<file path="src/rtl/frogger_pkg.sv">
// Shared types and default grid constants for the Frogger core.
package frogger_pkg;

  typedef enum logic [1:0] {
    PLAY = 2'd0,
    HIT  = 2'd1,
    OVER = 2'd2
  } game_state_t;

  localparam int unsigned DEF_ROWS = 16;
  localparam int unsigned DEF_COLS = 16;

endpackage

</file>
<file path="src/rtl/frogger_hit_timer.sv">
// Post-collision freeze timer: loads HIT_CYCLES-1 and counts down to zero.
module frogger_hit_timer #(
  parameter  int unsigned HIT_CYCLES = 8,
  localparam int unsigned TW         = (HIT_CYCLES > 1) ? $clog2(HIT_CYCLES) : 1
) (
  input  logic clk,
  input  logic reset,
  input  logic load,
  output logic done,
  output logic odd_c
);

  logic [TW-1:0] count;

  // Down-counter; holds at zero once expired.
  always_ff @(posedge clk or negedge reset) begin
    if (!reset) begin
      count <= '0;
    end else if (load) begin
      count <= TW'(HIT_CYCLES - 1);
    end else if (count != '0) begin
      count <= count - TW'(1);
    end
  end

  assign done  = (count == '0);
  assign odd_c = count[0];

endmodule

</file>
<file path="src/rtl/frogger_core.sv">
// Frog control, collision/lives/score rules and pixel-plane composition.
module frogger_core
  import frogger_pkg::*;
#(
  parameter  int unsigned ROWS       = DEF_ROWS,
  parameter  int unsigned COLS       = DEF_COLS,
  parameter  int unsigned START_COL  = 7,
  parameter  int unsigned LIVES      = 3,
  parameter  int unsigned HIT_CYCLES = 8,
  parameter  int unsigned SCORE_W    = 4,
  localparam int unsigned RW         = (ROWS > 1) ? $clog2(ROWS) : 1,
  localparam int unsigned CW         = (COLS > 1) ? $clog2(COLS) : 1,
  localparam int unsigned LW         = $clog2(LIVES + 1)
) (
  input  logic                       clk,
  input  logic                       reset,
  input  logic                       start,
  input  logic                       move_up,
  input  logic                       move_down,
  input  logic                       move_left,
  input  logic                       move_right,
  input  logic [ROWS-1:0][COLS-1:0]  hazard,
  output logic [RW-1:0]              frog_row,
  output logic [CW-1:0]              frog_col,
  output logic [LW-1:0]              lives,
  output logic [SCORE_W-1:0]         score,
  output game_state_t                state,
  output logic                       game_over,
  output logic [ROWS-1:0][COLS-1:0]  red_pixels,
  output logic [ROWS-1:0][COLS-1:0]  grn_pixels
);

  localparam logic [RW-1:0]      ROW_MAX   = RW'(ROWS - 1);
  localparam logic [CW-1:0]      COL_MAX   = CW'(COLS - 1);
  localparam logic [CW-1:0]      COL_START = CW'(START_COL);
  localparam logic [LW-1:0]      LIVES_INI = LW'(LIVES);
  localparam logic [SCORE_W-1:0] SCORE_MAX = {SCORE_W{1'b1}};

  logic frog_hit_c;
  logic hit_done;
  logic hit_odd;

  // Collision is judged on the registered frog position.
  assign frog_hit_c = (state == PLAY) && hazard[frog_row][frog_col];

  frogger_hit_timer #(
    .HIT_CYCLES(HIT_CYCLES)
  ) u_hit_timer (
    .clk  (clk),
    .reset(reset),
    .load (frog_hit_c),
    .done (hit_done),
    .odd_c(hit_odd)
  );

  // Game FSM: hit > win > move priority in PLAY, freeze in HIT, wait for start in OVER.
  always_ff @(posedge clk or negedge reset) begin
    if (!reset) begin
      state     <= PLAY;
      frog_row  <= '0;
      frog_col  <= COL_START;
      lives     <= LIVES_INI;
      score     <= '0;
      game_over <= 1'b0;
    end else begin
      case (state)
        PLAY: begin
          if (frog_hit_c) begin
            lives <= lives - LW'(1);
            if (lives == LW'(1)) begin
              state     <= OVER;
              game_over <= 1'b1;
            end else begin
              state <= HIT;
            end
          end else if (frog_row == ROW_MAX) begin
            if (score != SCORE_MAX) score <= score + SCORE_W'(1);
            frog_row <= '0;
            frog_col <= COL_START;
          end else begin
            if (move_up && !move_down && frog_row != '0)
              frog_row <= frog_row - RW'(1);
            else if (move_down && !move_up && frog_row != ROW_MAX)
              frog_row <= frog_row + RW'(1);
            if (move_left && !move_right && frog_col != '0)
              frog_col <= frog_col - CW'(1);
            else if (move_right && !move_left && frog_col != COL_MAX)
              frog_col <= frog_col + CW'(1);
          end
        end
        HIT: begin
          if (hit_done) begin
            state    <= PLAY;
            frog_row <= '0;
            frog_col <= COL_START;
          end
        end
        OVER: begin
          if (start) begin
            state     <= PLAY;
            game_over <= 1'b0;
            lives     <= LIVES_INI;
            score     <= '0;
            frog_row  <= '0;
            frog_col  <= COL_START;
          end
        end
        default: state <= PLAY;
      endcase
    end
  end

  // Pixel planes: hazards in red, frog in green (blinking while frozen, hidden when over).
  always_comb begin
    red_pixels = hazard;
    grn_pixels = '0;
    if (state == PLAY || (state == HIT && !hit_odd))
      grn_pixels[frog_row][frog_col] = 1'b1;
  end

endmodule

</file>
<file path="config.mk">
export PLATFORM = sky130hd
export DESIGN_NAME = frogger_core
export DESIGN_NICKNAME = d
export VERILOG_FILES = /design/src/rtl/frogger_pkg.sv /design/src/rtl/frogger_hit_timer.sv /design/src/rtl/frogger_core.sv
export SDC_FILE = /design/constraint.sdc
export NUM_CORES = 1
export LEC_CHECK = 0
export BUFFER_PORTS_ARGS = -buffer_cell sky130_fd_sc_hd__buf_2
export CORE_AREA = 2 2 310 312
export CTS_CLUSTER_SIZE = 40
export DETAILED_ROUTE_END_ITERATION = 6
export DIE_AREA = 0 0 312 314
export PLACE_DENSITY = 0.35
export SETUP_SLACK_MARGIN = 0.05
export SKIP_CTS_REPAIR_TIMING = 1
export SLEW_MARGIN = 25
export SYNTH_ARGS = -nofsm -noshare
export SYNTH_HDL_FRONTEND = slang
export SYNTH_SLANG_ARGS = --single-unit
</file>
<file path="constraint.sdc">
create_clock -name clk -period 4.6 [get_ports clk]
set_clock_uncertainty 0.05 [all_clocks]
set_input_delay 0.69 -clock clk [delete_from_list [all_inputs] [get_ports clk]]
set_output_delay 0.69 -clock clk [all_outputs]
set_load 0.05 [all_outputs]
</file>
==> results of run 1 <==
-- worst max path at each step --
stage,endpoint,slack (ns),cells past startpoint,startpoint
after floorplan,grn_pixels[245],0.89,9,frog_row[0]
after global placement,grn_pixels[158],0.44,5,frog_col[1]
after detailed placement,grn_pixels[19],0.44,5,frog_col[0]
after CTS,grn_pixels[78],0.14,5,frog_col[1]
after global routing,grn_pixels[99],0.1,5,frog_col[0]
final,grn_pixels[243],0.22,5,frog_col[0]
-- per-stage QoR --
stage                     utilization  instances
after floorplan                     -        924
after global placement          0.111       2684
after detailed placement        0.111       2684
after CTS                       0.111       2688
after global routing            0.112       2688
final                           0.112       2691
-- final cells by class --
class | count | share of cell area
sequential | 20 | 0.0492
antenna | 3 | 0.000712
timing repair buffer | 819 | 0.402
tap | 1265 | 0.150
clock buffer | 4 | 0.00842
inverter | 14 | 0.00498
multi-input combinational | 566 | 0.385
-- power groups by stage --
stage / Clock [mW] / Combinational [mW] / Sequential (mW)
final: 0.212 / 4.11 / 0.539
after global routing: 0.225 / 4.43 / 0.573
after CTS: 0.216 / 4.22 / 0.555
after detailed placement: 0 / 4.20 / 0.558
after global placement: 0 / 4.21 / 0.553
after floorplan: 0 / 2.70 / 0.541
-- kinds of logic after synthesis --
group | count (synthesis) | share of synthesized area
compound gates | 66 | 0.0707
flops | 20 | 0.0742
xor+xnor | 6 | 0.00770
fa+ha+maj | 14 | 0.0278
mux | 97 | 0.253
simple gates | 383 | 0.233
buf+inv | 338 | 0.333
-- synth_stat cells (all sizes together), types with 8 or more instances --
master | number | area [µm²]
ha | 12 | 150
a21oi | 11 | 55.1
nor2b | 14 | 87.6
mux2 | 17 | 191
dfrtp | 15 | 375
nand2b | 8 | 50.1
mux2i | 21 | 210
nor3 | 8 | 40.0
nand3 | 14 | 70.1
buf | 279 | 2050
nand2 | 38 | 143
clkbuf | 45 | 169
mux4 | 59 | 1330
nor2 | 279 | 1050
inv | 13 | 48.8
-- registers in the layout (all words and copies together) (netlist names) --
| signal | count |
|---|---|
| lives | 2 |
| frog_col | 4 |
| state | 2 |
| score | 4 |
| u_hit_timer.count | 3 |
| frog_row | 4 |
| game_over | 1 |
-- critical path, delay by kind of cell (launching register included) --
family	cells	cell delay, ns
DFF	1	0.80
and+or+nand+nor	3	1.77
buffers and inverters	2	0.78
-- layer usage --
metal  share of wire  global-route usage  vias to the layer above
li1                -                   -                     3877
met1            0.44               0.168                     4306
met2            0.48               0.220                      426
met3           0.070              0.0337                       25
met4           0.011              0.0103                        6
met5         0.00051                   0                        -
==> results.yml, run 1 <==
place:
  dp_hpwl_um: 59400
  place_ws_ns: 0.438
  port_buffers: 791
  place.gp.congestion: 0.832
  dpl_cell_area_um2: 10400
yosys:
  ys_ff_latch: 20
  synthDistinctLibCells: 59
  syn_area_um2: 6830
  synth_nets: 1201
  synth_edf_count: 0
  yosysWarnings: 0
  netlist_instances: 924
  synth_ff_type: "dfrtp_1"
  synth.yosys.seq_area_share: 0.0742
  synth.avg_cell_area_um2: 7.39
  synthArstFlopShare: 1.00
job:
  drv_cap: 0
layout:
  multi_input_area_um2: 4060
  mostFrequentLayoutCell: "buf_2"
  drive_above_1_share: 0.640
  final_cell_mix: "buf_2 (788), nor2_1 (279), mux4_2 (59), nand2_1 (36), buf_4 (26)"
  n_fill_cell: 11200
  ff_latch_area_um2: 519
  nets: 1701
  final_area_um2: 10500
  syn_to_final_growth_pct: 54.4
pwr:
  pwr-share-comb: 0.845
  p_int_mw: 1.71
  p_sw_frac: 0.647
  leakage_nw: 5.16
  total_power_mw: 4.86
  pwr-share-seq: 0.111
  powerDensity_nw_per_um2: 461
  clock_power_share: 0.044
  vdd_ir_drop_max_mv: 0.271
  p_sw_mw: 3.15
timing:
  fin_hold_ws_ns: 0.355
  relSlewSlack: 0.263
  finalSetupViolations: 0
  finalWorstSetupSlack_ns: 0.217
  max_slew.worst_pin.slew_ns: 1.10
  hold_violations: 0
  period_share: 0.953
  rsz0062_at_grt: "no"
  report.final.slew_viol_count: 0
  max_freq_mhz: 228
  finalSetupTns_ns: 0
  fin_crit_ns: 4.38
critical_path:
  critPathMaxStageDelay_ns: 0.80
  r2r_cells: 10
  crit_path_top_delay_cell: "dfstp_2"
  cp-start-kind: "register"
  r2r_slack_ns: 0.76
  crit_chain: "clkinv_1 > nor3_1 > nand2_1 > nor2_1 > buf_2"
  crit_fanout: 16
  endpoint_kind: "output pin"
  crit_type: "reg -> out"
  critPathArrivalTime_ns: 3.64
  timing.rr.start: "frog_row[3]"
  reg2reg_to: "score[1]"
  crit_required_ns: 3.86
floorplan:
  die_area_um2: 98000
  die_y_um: 314
  pin_count: 792
  start_util: 0.0723
  die_w_um: 312
  rows: 113
  core_region_area_um2: 94400
route:
  drtIter0Drc: 578
  first_pass_iters: 5
  drt-wirelength-per-cell_um: 25.0
  wl_um: 67200
  vias_per_cell: 3.21
  postRouteAntennaNets: 0
  num_vias: 8640
  drc: 0
clock_network:
  path_clk_slew_ns: 0.06
  ctsRootBufferMaster: "clkbuf_16"
  clk_latency_ns: 0.26
  clkSinkCount: 20
  cts_tree: "built"
  htreeDepth: 1
  cts.path.max_buffers: 2
  cts_made_buffers: 3
worst_hold_path:
  min_path_type: "in -> async"
grt:
  grt_pass1_vias: 8439
  grt.total_usage: 0.129
  grt_max_degree: 50
  grt_pass1_wl_um: 85400
  grt_overflow_total: 0
  antenna_found_initial: 10
run_status:
  outcome: "complete, no violations"
Power figures use the tool's default switching activity.
==> inputs of run 2 (changes only) <==
CELL_PAD_IN_SITES_DETAIL_PLACEMENT = 1   (was not set)
CELL_PAD_IN_SITES_GLOBAL_PLACEMENT = 1   (was not set)
CORE_AREA = 2 2 306 308   (was 2 2 310 312)
DIE_AREA = 0 0 308 310   (was 0 0 312 314)
GPL_ROUTABILITY_DRIVEN = 0   (was not set)
PLACE_DENSITY = 0.45   (was 0.35)
==> results.yml, run 2 (synthesis results as in run 1) <==
timing:
  hold_violations: 0
  finalSetupViolations: 0
  finalWorstSetupSlack_ns: 0.790
  max_slew.worst_pin.slew_ns: 0.930
  finalSetupTns_ns: 0
  rsz0062_at_grt: "no"
  period_share: 0.828
  relSlewSlack: 0.379
  max_freq_mhz: 262
  fin_crit_ns: 3.81
  report.final.slew_viol_count: 0
clock_network:
  ctsRootBufferMaster: "clkbuf_16"
  cts_tree: "built"
  clk_latency_ns: 0.28
  path_clk_slew_ns: 0.07
  clkSinkCount: 20
  cts.path.max_buffers: 2
  cts_made_buffers: 3
  htreeDepth: 1
place:
  dp.cells: 2632
  dp_hpwl_um: 61100
  port_buffers: 791
  place_ws_ns: 0.750
  dpl_cell_area_um2: 10500
layout:
  final_area_um2: 10600
  drive_above_1_share: 0.642
  reg_top3: "frog_col: 4 flops, frog_row: 4 flops, score: 4 flops"
  syn_to_final_growth_pct: 55.4
  final_cells: 2640
  nets: 1717
  mostFrequentLayoutCell: "buf_2"
  final_cell_mix: "buf_2 (788), nor2_1 (279), mux4_2 (59), buf_4 (40), nand2_1 (38)"
  n_fill_cell: 11400
worst_hold_path:
  min_path_type: "in -> async"
grt:
  grt.total_usage: 0.133
  grtUsageMet2: 0.232
  use_met1: 0.165
  grtUsageMet3: 0.0353
  grt_max_degree: 40
  grt_pass1_wl_um: 84300
  antenna_found_initial: 11
  grt_overflow_total: 0
  grt_pass1_vias: 8525
  gr-max-usage-layer: "met2"
route:
  postRouteAntennaNets: 0
  wl_um: 68200
  drc: 0
  drtIter0Drc: 522
  vias_per_cell: 3.33
  drt-wirelength-per-cell_um: 25.8
  num_vias: 8784
  first_pass_iters: 5
critical_path:
  cp-start-kind: "register"
  crit_type: "reg -> reg"
  cp-startpoint: "frog_row[1]"
  endpoint_kind: "register"
  r2r_cells: 10
  crit_fanout: 39
  timing.rr.start: "frog_row[1]"
  crit_required_ns: 4.71
  critPathArrivalTime_ns: 3.92
floorplan:
  pin_count: 792
  core_region_area_um2: 92500
  die_y_um: 310
  rows: 112
  die_area_um2: 95500
  die_w_um: 308
  start_util: 0.0739
pwr:
  powerDensity_nw_per_um2: 468
  total_power_mw: 4.97
  leakage_nw: 5.25
  vdd_ir_drop_max_mv: 0.142
job:
  drv_cap: 0
run_status:
  outcome: "complete, no violations"
-- run 2: per-stage QoR --
stage          hold slack [ns]  utilization
2_1_floorplan            0.344            -
3_3_place_gp             0.455        0.114
3_5_place_dp             0.457        0.114
4_1_cts                  0.377        0.115
5_1_grt                  0.396        0.115
6_report                 0.352        0.115
-- run 2: worst max-delay path, cell delays in order, from the launching register on --
cell and delay (ns):
dfrtp_4 0.63, buf_12 0.31, mux4_2 0.55, mux2i_1 0.29, nor2_1 0.11, nor4_1 0.21
nor3_1 0.14, o31a_1 0.41, buf_4 0.25, a21oi_1 0.28, mux2_2 0.38
-- run 2: final timing paths --
| kind | to | slack (ns) |
|---|---|---|
| setup / recovery | score[0] | 0.79 |
| max in group asynchronous | frog_row[0] | 3.69 |
| setup reg to reg | score[0] | 0.79 |
| hold reg to reg | u_hit_timer.count[2] | 0.47 |
| min in group clk | u_hit_timer.count[2] | 0.47 |
| hold / removal | score[0] | 0.35 |
-- run 2: power by group --
part | internal (mW) | leakage [nW] | switching (mW)
combinational | 1.38 | 4.98 | 2.82
sequential | 0.276 | 0.221 | 0.233
clock | 0.174 | 0.0511 | 0.0892
total | 1.83 | 5.25 | 3.14
-- run 2: cell type report --
cell class	instances	area, µm²	share of cell area
Timing Repair Buffer	835	4380	0.413
Multi-Input combinational cell	566	4050	0.381
Tap cell	1197	1500	0.141
Sequential cell	20	519	0.0489
Clock buffer	3	75.1	0.00707
Inverter	14	52.6	0.00495
Clock inverter	1	30.0	0.00283
Antenna cell	4	10.0	0.000943
-- run 2: routing by layer --
| metal | vias up | routed length [µm] |
|---|---|---|
| met4 | 8 | 1190 |
| li1 | 3913 | - |
| met1 | 4385 | 28600 |
| met5 | - | 64 |
| met3 | 45 | 4650 |
| met2 | 433 | 33700 |
==> inputs of run 3 (changes only) <==
CORE_AREA = 2 2 311 313   (was 2 2 306 308)
DIE_AREA = 0 0 313 315   (was 0 0 308 310)
clock period = 3.61 ns   (was 4.6 ns; I/O delays follow)
==> results.yml, run 3 (synthesis results as in run 1) <==
pwr:
  powerDensity_nw_per_um2: 594
  clock_power_share: 0.041
  vdd_ir_drop_max_mv: 0.281
  leakage_nw: 5.42
  p_int_mw: 2.51
  p_sw_mw: 4.09
  total_power_mw: 6.60
  pwr-share-comb: 0.878
  pwr-share-seq: 0.080
  p_sw_frac: 0.619
route:
  wl_um: 72800
  postRouteAntennaNets: 0
  vias_per_cell: 3.19
  drc: 0
  drt-wirelength-per-cell_um: 26.5
  first_pass_iters: 4
  drtIter0Drc: 517
  num_vias: 8768
grt:
  gr-max-usage-layer: "met2"
  use_met1: 0.179
  grt_max_degree: 27
  grt_overflow_total: 0
  grt_pass1_wl_um: 91400
  grt_pass1_vias: 9036
  grtUsageMet3: 0.0421
  grtUsageMet2: 0.239
  antenna_found_initial: 19
  grt.total_usage: 0.139
floorplan:
  start_util: 0.0714
  die_w_um: 313
  rows: 114
  pin_count: 792
  die_y_um: 315
  core_region_area_um2: 95700
  die_area_um2: 98600
critical_path:
  endpoint_kind: "register"
  crit_buf_inv: 2
  critPathMaxStageDelay_ns: 0.53
  crit_fanout: 11
  crit_path_top_delay_cell: "mux4_2"
  reg2reg_to: "frog_row[0]"
  critPathArrivalTime_ns: 3.54
  cpLargestDelayFamily: "multiplexers"
  cp-start-kind: "register"
  crit_type: "reg -> reg"
  timing.rr.start: "frog_row[1]"
  r2r_cells: 9
  crit_required_ns: 3.71
  r2r_slack_ns: 0.16
  crit_chain: "buf_12 > mux4_2 > mux4_2 > o22ai_1 > buf_4 > o21ai_1 > o31a_1 > a2111o_1 > mux2_1"
  cpMostUsedCell: "mux4_2"
timing:
  period_share: 0.955
  fin_crit_ns: 3.45
  relSlewSlack: 0.466
  finalSetupTns_ns: 0
  rsz0062_at_grt: "no"
  finalSetupViolations: 0
  finalWorstSetupSlack_ns: 0.163
  report.final.slew_viol_count: 0
  max_slew.worst_pin.slew_ns: 0.799
  hold_violations: 0
  max_freq_mhz: 290
place:
  dp_hpwl_um: 65300
  place_ws_ns: 0.0752
  port_buffers: 791
  dpl_cell_area_um2: 10900
layout:
  mostFrequentLayoutCell: "buf_2"
  final_area_um2: 11100
  syn_to_final_growth_pct: 62.8
  n_fill_cell: 11800
  ff_latch_area_um2: 523
  final_cell_mix: "buf_2 (781), nor2_1 (279), buf_4 (64), mux4_2 (59), nand2_1 (38)"
  multi_input_area_um2: 4080
  nets: 1746
  finalCoreUtilization: 0.116
  drive_above_1_share: 0.654
  reg_top3: "frog_col: 4 flops, frog_row: 4 flops, score: 4 flops"
job:
  drv_cap: 0
run_status:
  outcome: "complete, no violations"
clock_network:
  htreeDepth: 1
  cts.path.max_buffers: 2
  cts_made_buffers: 3
  ctsRootBufferMaster: "clkbuf_16"
  path_clk_slew_ns: 0.06
  cts_tree: "built"
  clkSinkCount: 20
  clk_latency_ns: 0.26
worst_hold_path:
  min_path_type: "in -> async"
-- run 3: changes by cell type in the layout (fill, tap and decap cells not counted), moves of 2 or more --
cell / before / now
nand3_2: 0 / 2
buf_12: 7 / 16
nand3_1: 14 / 12
nor3_1: 8 / 5
buf_4: 40 / 64
buf_2: 788 / 781
nor3_2: 0 / 3
-- run 3: power by group through the flow --
stage | combinational, mW | sequential, mW | clock [mW]
6_report | 5.80 | 0.530 | 0.273
4_1_cts | 5.90 | 0.527 | 0.281
2_1_floorplan | 3.44 | 0.690 | 0
3_3_place_gp | 5.86 | 0.527 | 0
5_1_grt | 6.25 | 0.553 | 0.288
3_5_place_dp | 5.88 | 0.530 | 0
-- run 3: layout make-up --
type / instances / area share
repair buffers: 864 / 0.429
multi-input cells: 566 / 0.367
well taps: 1276 / 0.144
flip-flops and latches: 20 / 0.0470
clock buffers: 4 / 0.00799
inverters: 14 / 0.00473
diodes: 3 / 0.000675
-- run 3: worst max-delay path by stage --
| stage | end | startpoint | slack (ns) | cells past startpoint |
|---|---|---|---|---|
| 4_1_cts | grn_pixels[158] | state[0] | -0.16 | 7 |
| 2_1_floorplan | grn_pixels[245] | frog_row[0] | 0.05 | 9 |
| 3_5_place_dp | score[0] | frog_row[1] | 0.08 | 10 |
| 3_3_place_gp | score[0] | frog_row[1] | 0.08 | 10 |
| 6_report | frog_row[0] | frog_row[1] | 0.16 | 9 |
| 5_1_grt | lives[1] | frog_row[0] | 0.06 | 11 |
-- run 3: through the flow --
stage          hold WS (ns)  cells
2_1_floorplan         0.196    924
3_3_place_gp          0.453   2738
3_5_place_dp          0.456   2738
4_1_cts               0.223   2742
5_1_grt               0.243   2745
6_report              0.214   2747
-- run 3: worst reg2reg max path: stages, from the launching register on --
cell and delay (ns):
dfrtp_4 0.47, buf_12 0.18, mux4_2 0.56, mux4_2 0.52, o22ai_1 0.15, buf_4 0.15, o21ai_1 0.07, o31a_1 0.37
a2111o_1 0.49, mux2_1 0.34
-- run 3: routing by layer --
metal  wire [µm]  vias up
met5          48        -
met4         327        8
met3        5530       20
met2       35500      413
met1       31400     4370
li1            -     3957
